### config.mk
export PLATFORM = sky130hd
export DESIGN_NAME = seq_divider_32by16
export DESIGN_NICKNAME = d
export VERILOG_FILES = /design/src/rtl/divider_pkg.sv /design/src/rtl/seq_divider_32by16_div_step.sv /design/src/rtl/seq_divider_32by16.sv
export SDC_FILE = /design/constraint.sdc
export NUM_CORES = 1
export LEC_CHECK = 0
export ABC_AREA = 1
export CAP_MARGIN = 0
export CORE_AREA = 10 10 114 116
export CTS_CLUSTER_SIZE = 30
export DETAILED_ROUTE_END_ITERATION = 8
export DIE_AREA = 0 0 124 126
export DONT_BUFFER_PORTS = 1
export PLACE_DENSITY = 0.75
export SKIP_CTS_REPAIR_TIMING = 1
export SLEW_MARGIN = 0
export SYNTH_ARGS = -nofsm -noshare
export SYNTH_HDL_FRONTEND = slang
export SYNTH_SLANG_ARGS = --single-unit
### constraint.sdc
create_clock -name clk -period 5.6 [get_ports clk]
set_input_delay 1.12 -clock clk [delete_from_list [all_inputs] [get_ports clk]]
set_output_delay 1.12 -clock clk [all_outputs]
set_load 0.02 [all_outputs]
### src/rtl/divider_pkg.sv
// Shared definitions for the sequential 2N/N restoring divider.
package divider_pkg;

  // Default divisor / quotient / remainder width; the dividend is twice this.
  localparam int unsigned DIV_N  = 16;
  // Width of the iteration counter for the default width.
  localparam int unsigned DIV_CW = $clog2(DIV_N);

  // Controller state encoding (kept as plain 2-bit constants for legacy tools).
  typedef logic [1:0] state_t;
  localparam state_t IDLE = 2'd0;
  localparam state_t LOAD = 2'd1;
  localparam state_t RUN  = 2'd2;
  localparam state_t DONE = 2'd3;

endpackage

### src/rtl/seq_divider_32by16_div_step.sv
// One restoring-division iteration: shift in the next dividend bit, try to
// subtract the divisor, keep the difference when no borrow occurs.
module div_step
  import divider_pkg::*;
#(
  parameter int unsigned N = DIV_N
) (
  input  logic [N:0]   i_rem,
  input  logic         i_bit,
  input  logic [N-1:0] i_divisor,
  output logic [N:0]   o_rem,
  output logic         o_qbit
);

  logic [N+1:0] w_trial;
  logic [N+1:0] w_diff;
  logic         w_borrow;

  // Trial subtraction; the running remainder's top bit is always 0 between
  // iterations, so the MSB of the (N+2)-bit difference is the borrow-out.
  always_comb begin
    w_trial  = {i_rem, i_bit};
    w_diff   = w_trial - {2'b00, i_divisor};
    w_borrow = w_diff[N+1];
    o_qbit   = ~w_borrow;
    o_rem    = w_borrow ? w_trial[N:0] : w_diff[N:0];
  end

endmodule

### src/rtl/seq_divider_32by16.sv
// Sequential radix-2 restoring divider, 2N-bit dividend by N-bit divisor,
// one quotient bit per clock with a start/busy/done handshake.
module seq_divider_32by16
  import divider_pkg::*;
#(
  parameter int unsigned N = DIV_N
) (
  input  logic           clk,
  input  logic           rst_n,
  input  logic           start,
  input  logic [2*N-1:0] dividend,
  input  logic [N-1:0]   divisor,
  output logic           busy,
  output logic           done,
  output logic [N-1:0]   quotient,
  output logic [N-1:0]   remainder,
  output logic           div_by_zero,
  output logic           overflow
);

  localparam int unsigned    CW   = (N > 1) ? $clog2(N) : 1;
  localparam logic [CW-1:0]  LAST = CW'(N - 1);

  state_t        r_state;
  logic [CW-1:0] r_cnt;
  logic          r_busy;
  logic          r_done;
  logic          r_err_dbz;
  logic          r_err_ovf;

  logic [N:0]    r_rem;
  logic [N-1:0]  r_dvd;
  logic [N-1:0]  r_dvs;
  logic [N-1:0]  r_q;

  logic [N-1:0]  r_quot;
  logic [N-1:0]  r_remo;
  logic          r_dbz;
  logic          r_ovf;

  logic          w_accept;
  logic [N:0]    w_rem_nxt;
  logic          w_qbit;

  // The done pulse is registered one edge after the DONE state, so the
  // controller is already in IDLE while done is high; refusing start while
  // done is up keeps the "start during done is ignored" behaviour.
  assign w_accept = (r_state == IDLE) && start && !r_done;

  div_step #(.N(N)) u_step (
    .i_rem     (r_rem),
    .i_bit     (r_dvd[N-1]),
    .i_divisor (r_dvs),
    .o_rem     (w_rem_nxt),
    .o_qbit    (w_qbit)
  );

  // Controller: state sequencing, iteration count, busy/done and error decode.
  always_ff @(posedge clk or negedge rst_n) begin
    if (!rst_n) begin
      r_state   <= IDLE;
      r_cnt     <= '0;
      r_busy    <= 1'b0;
      r_done    <= 1'b0;
      r_err_dbz <= 1'b0;
      r_err_ovf <= 1'b0;
    end else begin
      r_done <= (r_state == DONE);
      case (r_state)
        IDLE: begin
          if (w_accept) begin
            r_state <= LOAD;
            r_busy  <= 1'b1;
            r_cnt   <= '0;
          end
        end
        LOAD: begin
          if (r_dvs == '0) begin
            r_err_dbz <= 1'b1;
            r_err_ovf <= 1'b0;
            r_state   <= DONE;
          end else if (r_rem >= {1'b0, r_dvs}) begin
            r_err_dbz <= 1'b0;
            r_err_ovf <= 1'b1;
            r_state   <= DONE;
          end else begin
            r_err_dbz <= 1'b0;
            r_err_ovf <= 1'b0;
            r_state   <= RUN;
          end
        end
        RUN: begin
          r_cnt <= r_cnt + 1'b1;
          if (r_cnt == LAST) begin
            r_state <= DONE;
          end
        end
        DONE: begin
          r_busy  <= 1'b0;
          r_state <= IDLE;
        end
      endcase
    end
  end

  // Datapath: operand capture on accept, then shift/subtract once per RUN cycle.
  always_ff @(posedge clk or negedge rst_n) begin
    if (!rst_n) begin
      r_rem <= '0;
      r_dvd <= '0;
      r_dvs <= '0;
      r_q   <= '0;
    end else if (w_accept) begin
      r_rem <= {1'b0, dividend[2*N-1:N]};
      r_dvd <= dividend[N-1:0];
      r_dvs <= divisor;
      r_q   <= '0;
    end else if (r_state == RUN) begin
      r_rem <= w_rem_nxt;
      r_dvd <= {r_dvd[N-2:0], 1'b0};
      r_q   <= {r_q[N-2:0], w_qbit};
    end
  end

  // Result registers: updated only on the DONE cycle and held until the next.
  always_ff @(posedge clk or negedge rst_n) begin
    if (!rst_n) begin
      r_quot <= '0;
      r_remo <= '0;
      r_dbz  <= 1'b0;
      r_ovf  <= 1'b0;
    end else if (r_state == DONE) begin
      if (r_err_dbz) begin
        r_quot <= '1;
        r_remo <= r_dvd;
        r_dbz  <= 1'b1;
        r_ovf  <= 1'b0;
      end else if (r_err_ovf) begin
        r_quot <= '1;
        r_remo <= '0;
        r_dbz  <= 1'b0;
        r_ovf  <= 1'b1;
      end else begin
        r_quot <= r_q;
        r_remo <= r_rem[N-1:0];
        r_dbz  <= 1'b0;
        r_ovf  <= 1'b0;
      end
    end
  end

  assign busy        = r_busy;
  assign done        = r_done;
  assign quotient    = r_quot;
  assign remainder   = r_remo;
  assign div_by_zero = r_dbz;
  assign overflow    = r_ovf;

endmodule
==> flow_summary.toml <==
[global_routing]
antenna_found_initial = 0
met1_usage_pct = 28.6
grt_use_met2_pct = 32.6
grt_pass1_wl_um = 26800
track_usage_pct = 21.0
grt_max_degree = 110
use_met3_pct = 4.74
busiest_layer = "met2"
gr-total-overflow = 0
grt_pass1_vias = 5308

[die]
die_h_um = 126
die_w_um = 124
row_count = 38
boundaryPins = 87
initial_core_util_pct = 59.0
core_um2 = 10700
die_area_um2 = 15600

[setup_path]
startpoint = "r_state[0]"
critical_path_class = "register to register"
r2r-end = "r_rem[10]"
critPathCaptureType = "register"
worst-path-max-fanout = 67
reg2reg_slack_ps = 2320
crit_path_end = "r_rem[10]"
cp-start-kind = "register"
cp.arrival_ps = 3610
crit_required_ps = 5930
timing.rr.start = "r_state[0]"
r2r.worst_path.cells = 10

[logic_synthesis]
avgSynthCellArea_um2 = 7.96
synth-edff-count = 0
synth.distinct_cells = 43
synthArstFlopShare_pct = 100
synthesis.area_um2 = 6310
synth_top_area_cell = "dfrtp_1"
ys_seq_elements = 109
synthCells = 793
ys_warn_count = 0
synth_area_leaders = "dfrtp_1 (43%), nand2_1 (12%), ha_1 (7.3%)"
ys_seq_area_share_pct = 43.2
syn-num-nets = 882
yosysTopAreaCellShare_pct = 43.2
synth_ff_type = "dfrtp_1"

[power_and_ir_drop]
power.density_nw_per_um2 = 731
power.leakage_nw = 3.20
vdd_drop_max_v = 0.000371
totalPowerFinal_mw = 4.80

[detailed_routing]
ant_nets = 0
num_vias = 5317
first_pass_iters = 6
drc = 0
drt_iter0_drc = 630
via_per_inst = 5.77
wl_per_cell_um = 17.4
drt-total-wl_um = 16000

[run_status]
status = "finished clean"

[timing]
finalSetupViolations = 0
tightest_slew_ps = 1190
finalMaxSlewViolations = 0
min_period_ps = 3280
rsz0062_at_grt = "no"
finalSetupTns_ps = 0
fin_crit_sh_pct = 58.6
slew-limit-headroom_pct = 20.4
fin_hold_ws_ps = 416
fmax_mhz = 305
finClkSkew_ps = 11.6
finalHoldViolCount = 0

[clocking]
h-tree-depth = 3
cts_tree = "built"
clkSinkCount = 109
clk_pin_slew_ps = 110
ctsRootBufferMaster = "clkbuf_8"
clock_latency_ps = 380
cts_max_path_buffers = 2
cts_made_buffers = 9

[finish]
drive_gt1_share_pct = 7.03
diodes = 0
syn_to_final_growth_pct = 4.12
nNetsFinal = 866
finish.instance_area_um2 = 6570
post-route-util_pct = 61.4

[placed_design]
hpwl_um = 12200
port_buffers = 0
gp_congestion = 0.938
dpl_cell_area_um2 = 6370

[min_path]
hold_path_class = "input port to async pin"

[job]
cap_violations = 0
synthesized netlist by cell type, types with 3 or more instances:
cell and instances:
inv_1 118, inv_2 3, nand4_1 4, nor2_2 4, nand2_1 194, nand3_2 5, o22ai_1 15, nand2_2 14
buf_1 4, xnor2_1 5, clkbuf_1 15, a21oi_1 23, nor3_1 6, nor2_1 43, nand3_1 67, o221ai_1 13
buf_2 7, o21ai_0 42, ha_1 37, nand3b_1 5, dfrtp_1 109, xor2_1 3, a31oi_1 16, o211ai_1 17
metrics by stage:
stage	cells	setup WS, ps
final	922	2320
after global placement	906	2180
after floorplan	793	3380
after global routing	922	1920
after CTS	922	2340
after detailed placement	906	2020
power breakdown:
group / switching, mW / leakage [nW] / total (mW) / internal [mW]
Clock: 0.309 / 0.0950 / 0.485 / 0.176
Combinational: 1.84 / 1.75 / 2.81 / 0.969
Sequential: 0.396 / 1.36 / 1.51 / 1.11
flip-flops by register name, indices dropped and copies added, names as in the netlist:
register     cells
busy             1
div_by_zero      1
done             1
overflow         1
quotient        16
r_cnt            4
r_dvd           16
r_dvs           16
r_err_dbz        1
r_err_ovf        1
r_q             16
r_rem           17
r_state          2
remainder       16
cells by family after synthesis:
logic type	synth area share [%]
simple gates	25.0
xor+xnor	1.11
compound gates	13.3
fa+ha+maj	7.65
buf+inv	9.73
flops	43.2
worst min path at each step:
stage / from / depth (start not counted) / to
floorplan: r_cnt[1] / 2 / r_cnt[1]
global placement: r_cnt[1] / 2 / r_cnt[1]
detailed placement: r_cnt[1] / 2 / r_cnt[1]
CTS: rst_n / 0 / r_rem[6]
global route: rst_n / 0 / r_q[11]
finish: rst_n / 0 / remainder[7]
area by class of cell:
type	instances	area, um2
flip-flops and latches	109	2730
inverters	123	462
well taps	140	175
fillers	962	4130
repair buffers	3	22.5
clock buffers	9	124
multi-input cells	531	2980
clock inverters	7	78.8
critical path: stages, from the launching register on:
cell and delay [ps]:
dfrtp_1 450, inv_1 110, ha_1 240, nand2_1 110
nor2_4 30, buf_4 310, nor2_2 280, clkinv_1 960
o21ai_0 530, inv_1 90, nand2_1 70
routing by layer:
layer / wire (um) / up-vias
met3: 1390 / 24
met1: 6990 / 2510
li1: - / 2564
met4: 274 / 0
met2: 7390 / 219
met5: 0 / -
placed cells by master, fill, tap and decap left out, types with 16 or more instances in the layout:
cell	count
nand2_1	194
inv_1	118
dfrtp_1	109
nand3_1	67
o21ai_0	42
nor2_1	41
ha_1	36
a21oi_1	23
o211ai_1	17
a31oi_1	16
Power figures use the tool's default switching activity.
